--- src/rtl/led_mode_sequencer.sv ---
// Mode selector for the LED pattern engine: a debounced button steps the mode,
// an optional auto-cycle advances it after a fixed dwell, and every change emits a restart pulse.
module led_mode_sequencer #(
    parameter int DEB_CYCLES   = 4,
    parameter int DWELL_CYCLES = 64,
    parameter int NUM_MODES    = 3
) (
    input  logic       clk,
    input  logic       reset,
    input  logic       btn_next,
    input  logic       sw_auto,
    output logic [1:0] mode,
    output logic       pat_rst,
    output logic       auto_active
);
    localparam int DEB_W   = $clog2(DEB_CYCLES + 1);
    localparam int DWELL_W = $clog2(DWELL_CYCLES);

    localparam logic [DEB_W-1:0]   DEB_LAST   = DEB_W'(DEB_CYCLES - 1);
    localparam logic [DWELL_W-1:0] DWELL_LAST = DWELL_W'(DWELL_CYCLES - 1);
    localparam logic [1:0]         MODE_LAST  = 2'(NUM_MODES - 1);

    logic               r_btn_s1;
    logic               r_btn_s2;
    logic               r_auto_s1;
    logic               r_auto_s2;
    logic               r_deb_lvl;
    logic [DEB_W-1:0]   r_deb_cnt;
    logic               r_next_evt;
    logic [DWELL_W-1:0] r_dwell;
    logic [1:0]         r_mode;
    logic               r_pat_rst;
    logic               w_adv;

    always_ff @(posedge clk) begin
        if (!reset) begin
            r_btn_s1  <= 1'b0;
            r_btn_s2  <= 1'b0;
            r_auto_s1 <= 1'b0;
            r_auto_s2 <= 1'b0;
        end else begin
            r_btn_s1  <= btn_next;
            r_btn_s2  <= r_btn_s1;
            r_auto_s1 <= sw_auto;
            r_auto_s2 <= r_auto_s1;
        end
    end

    // Level change accepted after DEB_CYCLES stable samples; only a rising accept fires an event.
    always_ff @(posedge clk) begin
        if (!reset) begin
            r_deb_lvl  <= 1'b0;
            r_deb_cnt  <= '0;
            r_next_evt <= 1'b0;
        end else begin
            r_next_evt <= 1'b0;
            if (r_btn_s2 == r_deb_lvl) begin
                r_deb_cnt <= '0;
            end else if (r_deb_cnt == DEB_LAST) begin
                r_deb_lvl  <= r_btn_s2;
                r_deb_cnt  <= '0;
                r_next_evt <= r_btn_s2;
            end else begin
                r_deb_cnt <= r_deb_cnt + 1'b1;
            end
        end
    end

    // A button event and a dwell expiry in the same cycle merge into a single advance.
    assign w_adv = r_next_evt | (r_auto_s2 & (r_dwell == DWELL_LAST));

    always_ff @(posedge clk) begin
        if (!reset) begin
            r_dwell   <= '0;
            r_mode    <= 2'd0;
            r_pat_rst <= 1'b1;
        end else begin
            if (!r_auto_s2 || w_adv) begin
                r_dwell <= '0;
            end else begin
                r_dwell <= r_dwell + 1'b1;
            end
            if (w_adv) begin
                r_mode    <= (r_mode == MODE_LAST) ? 2'd0 : r_mode + 2'd1;
                r_pat_rst <= 1'b1;
            end else begin
                r_pat_rst <= 1'b0;
            end
        end
    end

    assign mode        = r_mode;
    assign pat_rst     = r_pat_rst;
    assign auto_active = r_auto_s2;

endmodule

--- config.mk ---
export PLATFORM = sky130hd
export DESIGN_NAME = led_mode_sequencer
export DESIGN_NICKNAME = d
export VERILOG_FILES = /design/src/rtl/led_mode_sequencer.sv
export SDC_FILE = /design/constraint.sdc
export NUM_CORES = 1
export LEC_CHECK = 0
export CAP_MARGIN = 40
export CELL_PAD_IN_SITES_DETAIL_PLACEMENT = 0
export CELL_PAD_IN_SITES_GLOBAL_PLACEMENT = 2
export CORE_MARGIN = 5
export CORE_UTILIZATION = 25
export CTS_BUF_LIST = sky130_fd_sc_hd__clkbuf_4 sky130_fd_sc_hd__clkbuf_8
export CTS_CLUSTER_SIZE = 20
export DETAILED_ROUTE_END_ITERATION = 6
export PLACE_DENSITY = 0.59
export SETUP_SLACK_MARGIN = 0.2
export SLEW_MARGIN = 30
export SYNTH_ARGS = -nofsm -noshare
export SYNTH_HDL_FRONTEND = slang
export SYNTH_SLANG_ARGS = --single-unit
--- constraint.sdc ---
create_clock -name clk -period 2.7 [get_ports clk]
set_input_delay 0.54 -clock clk [delete_from_list [all_inputs] [get_ports clk]]
set_output_delay 0.54 -clock clk [all_outputs]
set_load 0.02 [all_outputs]
==> results.ini <==
[run_status]
status=completed

[finish]
layout.cells.most_common=sky130_fd_sc_hd__dfxtp_1
post_route_cells_drive_above_1_share_pct=6.67
area.growth.synth_to_final_pct=21.0
antenna-diode-count=0
nets=83
fillCellCount=272
layout.cells.most_common_list=sky130_fd_sc_hd__dfxtp_1 (18), sky130_fd_sc_hd__nor2_1 (9), sky130_fd_sc_hd__clkdlybuf4s50_1 (7)

[detailed_routing]
drc_viols=0
detailroute.via_count=445
dr_vias_cell=4.24
routed_wirelength_um=1000
detailedRoute.firstPassIterationCount=2
wl_per_cell_um=9.55
dr.first_iter.drc_count=6
ant_nets=0

[clock_network]
hold_buffers_post_cts=0
worst_setup_hold_path_clk_slew_ns=0.10
clock_tree.root_cell=sky130_fd_sc_hd__clkbuf_4
postCtsSetupRepairBufs=0
h-tree-depth=1
worst_skew_late_latency_ns=0.29
tritoncts_clock_tree=built
clock_tree.buffer_depth=2
post_cts_resize_count=0
cts_sinks=18
cts_inserted_buffers=3

[timing]
min_period_ns=1.89
worst_slew_pin_slew_ns=0.376
report.final.setup_viol=0
drv_slew=0
final.setup_skew_ns=0.00229
hold_viol_final=0
timing.max_slew.rel_slack_pct=74.8
max_freq_ghz=0.529
layout_worst_path_cycle_share_pct=70.0
setup-tns-final_ns=0
unrepaired_setup_endpoints_after_global_routing=false

[floorplanning]
fp.coreArea_um2=2520
die_area_um2=3810
die_width_um=61.7
ios=8
die_height_um=61.7
rows=18
initial_util_pct=26.5

[synth]
postSynth.topFlopCell=sky130_fd_sc_hd__dfxtp_1
syn_area_per_cell_um2=10.3
async_flop_share_pct=0
yosysWarningCount=0
synth_cell_types=21
synthesis.nets=72
mappedNetlistArea_um2=668
synth-seq-cells=18
synth_seq_area_share_pct=53.9
cells_after_synthesis=65
synth_enable_flop_cells=0

[setup_path]
path_max_fanout=5
cp.required_ns=2.16
timing.reg2reg.worst_path_depth=3
cp_top_family=buffers and inverters
regToRegEndpoint=mode[0]
crit_chain=clkdlybuf4s50_1
worstSetupStartpointType=flip-flop
cp_slowest_stage_delay_ns=0.64
worst-setup-path-type=flip-flop to primary output
worst-path-buf-inv=1
setup.reg_to_reg.worst_slack_ns=1.51
worst_setup_path_end_kind=primary output
crit_start=auto_active
cp.arrival_ns=1.35
critical_register_to_register_path_startpoint=r_dwell[0]
slowest_stage=sky130_fd_sc_hd__clkdlybuf4s50_1

[global_routing]
grt_first_pass_wirelength_um=1670
global_route.overflow_total=0
pin_count_of_the_biggest_net_entering_global_routing=14
grt_pass1_vias=373
antenna_found_initial=0
groute.usage.overall_pct=6.14

[power_and_ir_drop]
power.switching_fraction_pct=20.0
power_per_cell_area_nw_per_um2=558
worst_ir_drop_vdd_v=0.000305
power_switching_w=0.0000901
seq_power_share_pct=60.3
power.combinational.fraction_pct=3.6
int_power_w=0.000361
power.leakage_nw=0.313
power.total_w=0.000451
clock_power_share_pct=36.0

[min_path]
hold_path.class=flip-flop to flip-flop
timing.hold.worst.start=r_deb_cnt[0]
worstHoldEndpoint=r_deb_cnt[0]
holdPathStages=1

[placement]
buffers_on_ports=7
gp_congestion=0.688

[job]
max_cap_violations=0

==> per-layer routing <==
| layer | global-route usage [%] | share of wire [%] | vias up | wire, µm |
|---|---|---|---|---|
| met5 | 0 | 0 | - | 0 |
| met4 | 1.82 | 1.3 | 0 | 13 |
| met3 | 3.93 | 6.2 | 2 | 62 |
| met2 | 9.27 | 44 | 7 | 443 |
| met1 | 7.21 | 48 | 197 | 484 |
| li1 | - | - | 239 | - |
==> through the flow <==
step / hold slack (ns) / instances / worst slack [ns] / instance area, µm² / util (%)
6_report: 0.428 / 105 / 0.811 / 808 / 32.0
4_1_cts: 0.429 / 105 / 0.785 / 808 / 32.0
2_1_floorplan: 0.399 / 65 / 1.64 / 668 / -
3_5_place_dp: 0.413 / 101 / 0.784 / 772 / 30.6
5_1_grt: 0.472 / 105 / 0.743 / 808 / 32.0
3_3_place_gp: 0.413 / 101 / 0.789 / 772 / 30.6
==> power by group through the flow <==
| stage | logic [W] | clock network (W) | registers [W] |
|---|---|---|---|
| 3_3_place_gp | 0.0000167 | 0 | 0.000279 |
| 4_1_cts | 0.0000169 | 0.000175 | 0.000272 |
| 6_report | 0.0000164 | 0.000162 | 0.000272 |
| 2_1_floorplan | 0.00000656 | 0 | 0.000280 |
| 5_1_grt | 0.0000184 | 0.000179 | 0.000273 |
| 3_5_place_dp | 0.0000168 | 0 | 0.000279 |
==> registers in the layout, summed over array words and instances (netlist names) <==
signal / cells
auto_active: 1
r_btn_s2: 1
r_btn_s1: 1
mode: 2
r_auto_s1: 1
r_next_evt: 1
r_dwell: 6
r_deb_lvl: 1
r_deb_cnt: 3
pat_rst: 1
==> how the worst max path moves through the flow <==
stage,end,slack (ns),cells past startpoint
2_1_floorplan,mode[0],1.64,3
3_3_place_gp,r_dwell[3],0.79,4
3_5_place_dp,r_dwell[5],0.78,4
4_1_cts,auto_active,0.79,1
5_1_grt,auto_active,0.74,1
6_report,auto_active,0.81,1
==> synth_stat cells, drive strengths merged (3+ instances only) <==
cell / instances / share of area [%]
dfxtp: 18 / 54
nor2: 9 / 5.1
and2: 4 / 3.7
nand2: 4 / 2.2
nand3b: 4 / 4.5
ha: 3 / 5.6
inv: 3 / 1.7
mux2i: 3 / 4.5
nand3: 3 / 2.2
xor2: 3 / 3.9
==> layout make-up <==
type	count	area, µm²	area share (%)
sequential	18	360	44.6
inverter	3	11.3	1.39
tap	30	37.5	4.64
multi-input combinational	43	293	36.2
clock buffer	4	36.3	4.49
timing repair buffer	7	70.1	8.67
==> cells by family (layout without fill, tap and decap cells) <==
kind of cell,count (synthesis),after routing,synth area share [%]
flops,18,18,53.9
simple gates,29,29,23.0
fa+ha+maj,3,3,5.62
compound gates,4,4,5.43
mux,3,3,4.49
buf+inv,4,14,2.25
xor+xnor,4,4,5.24
Power figures use the tool's default switching activity.
==> RTL edit 1 (same flow settings) <==
Make the reset (`reset`) asynchronous in 3 clocked blocks.
--- a/src/rtl/led_mode_sequencer.sv
+++ b/src/rtl/led_mode_sequencer.sv
@@ -34,3 +34,3 @@
 
-    always_ff @(posedge clk) begin
+    always_ff @(posedge clk or negedge reset) begin
         if (!reset) begin
@@ -49,3 +49,3 @@
     // Level change accepted after DEB_CYCLES stable samples; only a rising accept fires an event.
-    always_ff @(posedge clk) begin
+    always_ff @(posedge clk or negedge reset) begin
         if (!reset) begin
@@ -71,3 +71,3 @@
 
-    always_ff @(posedge clk) begin
+    always_ff @(posedge clk or negedge reset) begin
         if (!reset) begin
Formal check against the unedited RTL: differs if reset is asserted again (counterexample within 4 cycles, from zero or initial values and one cycle with reset low); with reset held inactive, the same outputs for 10 cycles.
==> RTL edit 1 against the unedited design <==
Final cell count is 11% lower. Worst setup slack worse by 0.060 ns. Area after synthesis up 1.5%. Worst hold slack got worse by 0.070 ns. Wire length is 2.8% higher. Synthesized cell count down 22%. Final area up 3.6%. Utilization grew 0.85 points. Sequential share of layout area up 9.4 points. Sequential cell count unchanged. Count of clock-buffer cells in the layout is the same.
Power is not compared: it rests on default switching activity, and its combinational part moved more than twofold at a synthesized area within 25%.
==> RTL edit 1: results (changes against the unedited design) <==
Async SR Flop Fraction 100% (+100 points); dominant synthesized flop cell dfrtp_1; met2 Usage GRT 10.5% (+1.2 points); dpl ws 1.07 ns (+0.288 ns); Hold Startpoint r_auto_s1$_DFF_PN0_; Hold EP auto_active$_DFF_PN0_; Worst Skew 0.0120 ns (+0.00969 ns); FF-to-FF End mode[0]$_DFFE_PN0P_; largest net degree at the start of global routing 19 (+5); Finished Layout Cells 93 (-11%); WHS Path Cells 0 (-1); GR Util met3 3.72% (-0.21 points); M1 GR Usage 8.94% (+1.7 points); sequential fraction of the synthesis area 66.6% (+13 points); max reg flops 6 (unchanged); CP max stage delay 0.59 ns (-0.05 ns); layout cells sized above 1 15.9% (+9.2 points); crit path capture pat_rst; Clk power 0.164 mW; Final #Nets 70 (-16%); Reg2Reg Setup Slack 1.26 ns (-0.25 ns); Total Power 0.654 mW; Routed WL 1.03 mm (+2.8%); Fillers 258 (-5.1%); crit path from pat_rst$_DFF_PN1_; placed insts 88 (-13%); Mapped Cells 51 (-22%); r2r worst-path depth 4 (+1); synth cell count leaders 17 x dfrtp_1, 6 x nor2_1, 3 x mux2_2; Initial DRT Pass Iterations 3 (+1); First DRT Iteration DRCs 5 (-1); crit-path max FO 1 (-4); outcome completed; vias in the first global route 418 (+12%); Critical Path AT 1.41 ns (+0.06 ns); I/O Buffers 7 (unchanged); first-pass GRT wire length 1.92 mm (+15%); GRT Util Overall 6.91% (+0.77 points); total number of vias 394 (-11%); Slew Limit Headroom 77.2% (+2.4 points); Syn Nets 57 (-21%); Final period util 72.2% (+2.2 points)
## RTL edit 1: cell types whose count changed after synthesis, moves of 2 or more
| cell | change |
|---|---|
| nor2_1 | -3 |
| dfrtp_1 | +17 |
| nand3b_1 | -4 |
| inv_1 | -2 |
| mux2i_1 | -3 |
| nand2_1 | -2 |
| mux2_2 | +3 |
| and2_1 | -4 |
| nor3b_1 | +2 |
| dfxtp_1 | -18 |
## RTL edit 1: stage by stage
step | cell area [sq um] | hold WS, ns
6_report | 837 | 0.358
5_1_grt | 837 | 0.368
4_1_cts | 822 | 0.362
3_5_place_dp | 786 | 0.337
3_3_place_gp | 786 | 0.333
2_1_floorplan | 678 | 0.244
## RTL edit 1: worst reg2reg max path, delay by kind of cell (launching register included)
family / cells / cell delay, ns
DFF: 1 / 0.39
muxes: 1 / 0.35
and+or+nand+nor: 1 / 0.15
AOI/OAI and AO/OA: 1 / 0.21
adders and majority gates: 1 / 0.22
## RTL edit 1: final cells by class
cell class / count / area (sq um) / share of cell area [%]
Sequential cell: 18 / 452 / 54.0
Clock buffer: 4 / 36.3 / 4.33
Timing Repair Buffer: 8 / 85.1 / 10.2
Inverter: 1 / 3.75 / 0.448
Tap cell: 30 / 37.5 / 4.48
Multi-Input combinational cell: 32 / 223 / 26.6
## RTL edit 1: logic make-up after synthesis
family | share of synthesized area [%]
simple gates | 14.8
flops | 66.6
compound gates | 4.24
xor+xnor | 5.17
mux | 4.98
fa+ha+maj | 3.69
buf+inv | 0.553
## RTL edit 1: routing by layer
metal / wire, um / part of all wire, % / vias to the layer above
met1: 499 / 48 / 193
met2: 479 / 46 / 5
li1: - / - / 196
met4: 0 / 0 / 0
met5: 0 / 0 / -
met3: 52 / 5.0 / 0
==> RTL edit 2 (same settings) <==
Without the edit above. Change the parameter `DEB_CYCLES` from 4 to 2.
--- a/src/rtl/led_mode_sequencer.sv
+++ b/src/rtl/led_mode_sequencer.sv
@@ -3,3 +3,3 @@
 module led_mode_sequencer #(
-    parameter int DEB_CYCLES   = 4,
+    parameter int DEB_CYCLES   = 2,
     parameter int DWELL_CYCLES = 64,
Function: changed (a bounded check fails within 10 cycles, from zero or initial values and one cycle with reset low).
==> RTL edit 2 against the unedited design <==
Worst hold slack got worse by 0.0052 ns. Sequential cell count decreased by 1. Area after synthesis decreased by 6.9%. Wire length decreased by 4.5%. Fmax increased by 3.4%. Largest power group unchanged. Worst setup slack improved by 0.062 ns. Total power decreased by 7.1%. Final area decreased by 6.5%. Highest routed layer unchanged. First-iteration DRC count decreased by 17%.
==> RTL edit 2: results (changes against the unedited design) <==
synth cell count leaders 17 x dfxtp_1, 8 x nor2_1, 4 x and2_1, 4 x nand2_1, 4 x nand3b_1; Worst Skew 0.000683 ns (-0.00161 ns); first-pass GRT wire length 1.72 mm (+2.9%); min-delay worst type reg2reg; CTS Buf Count 3 (unchanged); Reg2Reg Setup Slack 1.51 ns (about the same); peak supply drop 239 uV (-22%); Post-CTS Setup Inserts 0 (unchanged); Hold Startpoint r_deb_cnt[0]$_SDFF_PP0_; WHS Path Cells 1 (unchanged); max-cap violations 0 (unchanged); Clk Latency, worst-skew pair 0.28 ns; Initial DRT Pass Iterations 2 (unchanged); total number of vias 412 (-7.4%); routability congestion estimate from global placement 0.605 (-12%); Hold EP r_deb_cnt[0]$_SDFF_PP0_; crit-path max FO 4 (-1); Critical R2R Launch r_dwell[0]$_SDFF_PP0_; Most flops, register r_dwell; synth top area cells dfxtp_1 55%, mux2i_1 4.8%, nand3b_1 4.8%; I/O Buffers 7 (unchanged); CTS Buffer Depth 2 (unchanged); max reg flops 6 (unchanged); crit path from mode[0]$_SDFFE_PN0P_; Async SR Flop Fraction 0% (unchanged); CP max stage delay 0.62 ns (-0.02 ns); Critical Path AT 1.29 ns (-0.06 ns); post-synth cell types 21 (unchanged); initial antenna violation count 0 (unchanged); CTS clk-pin slew, worst paths 0.09 ns; FF-to-FF End mode[1]$_SDFFE_PN0P_; largest net degree at the start of global routing 14 (unchanged); hold_ws 0.423 ns (-0.00516 ns); sequential fraction of the synthesis area 54.7% (+0.80 points); Syn Nets 66 (-8.3%); crit path capture mode[0]; layout cells sized above 1 10.0% (+3.3 points); Final #Nets 77 (-7.2%); number of diodes 0 (unchanged); leak pwr 0.287 nW (-8.3%); First DRT Iteration DRCs 5 (-1); Routed WL 958 um (-4.5%); worst slew pin tran 0.376 ns (-0.000416 ns); GRT Util Overall 6.70% (+0.55 points); # H-tree levels 1 (unchanged); outcome completed; post-cts resize count 0 (unchanged); Ys Warns 0 (unchanged); CP delay by family, top buffers and inverters
## RTL edit 2: final cells by class
cell class,instances,area [sq um]
Fill cell,276,1680
Sequential cell,17,340
Multi-Input combinational cell,40,270
Timing Repair Buffer,7,70.1
Tap cell,30,37.5
Clock buffer,4,30.0
Inverter,2,7.51
## RTL edit 2: power by group
| group | leakage, nW | internal (mW) | switching (mW) |
|---|---|---|---|
| registers | 0.138 | 0.255 | 0.00221 |
| logic | 0.130 | 0.0101 | 0.00800 |
| clock network | 0.0184 | 0.0674 | 0.0758 |
| total | 0.287 | 0.333 | 0.0860 |
## RTL edit 2: kinds of logic (layout without fill, tap and decap cells)
kind of cell / Yosys count / count (layout) / synth area share (%)
compound gates: 4 / 4 / 4.63
xor+xnor: 4 / 4 / 5.63
fa+ha+maj: 2 / 2 / 4.02
buf+inv: 3 / 13 / 1.81
flops: 17 / 17 / 54.7
mux: 3 / 3 / 4.83
simple gates: 27 / 27 / 24.3
## RTL edit 2: through the flow
| step | worst slack (ns) | cells | util [%] | area (sq um) |
|---|---|---|---|---|
| final | 0.872 | 100 | 31.1 | 756 |
| after global routing | 0.804 | 100 | 31.1 | 756 |
| after CTS | 0.843 | 100 | 31.1 | 756 |
| after detailed placement | 0.791 | 96 | 29.8 | 726 |
| after global placement | 0.826 | 96 | 29.8 | 726 |
| after floorplan | 1.57 | 60 | - | 622 |
## RTL edit 2: routing by layer
| layer | routed length (um) | vias to the layer above | global-route usage (%) |
|---|---|---|---|
| met5 | 0 | - | 0 |
| met4 | 19 | 0 | 6.65 |
| met3 | 35 | 2 | 2.16 |
| met2 | 411 | 4 | 9.26 |
| met1 | 492 | 184 | 7.84 |
| li1 | - | 222 | - |
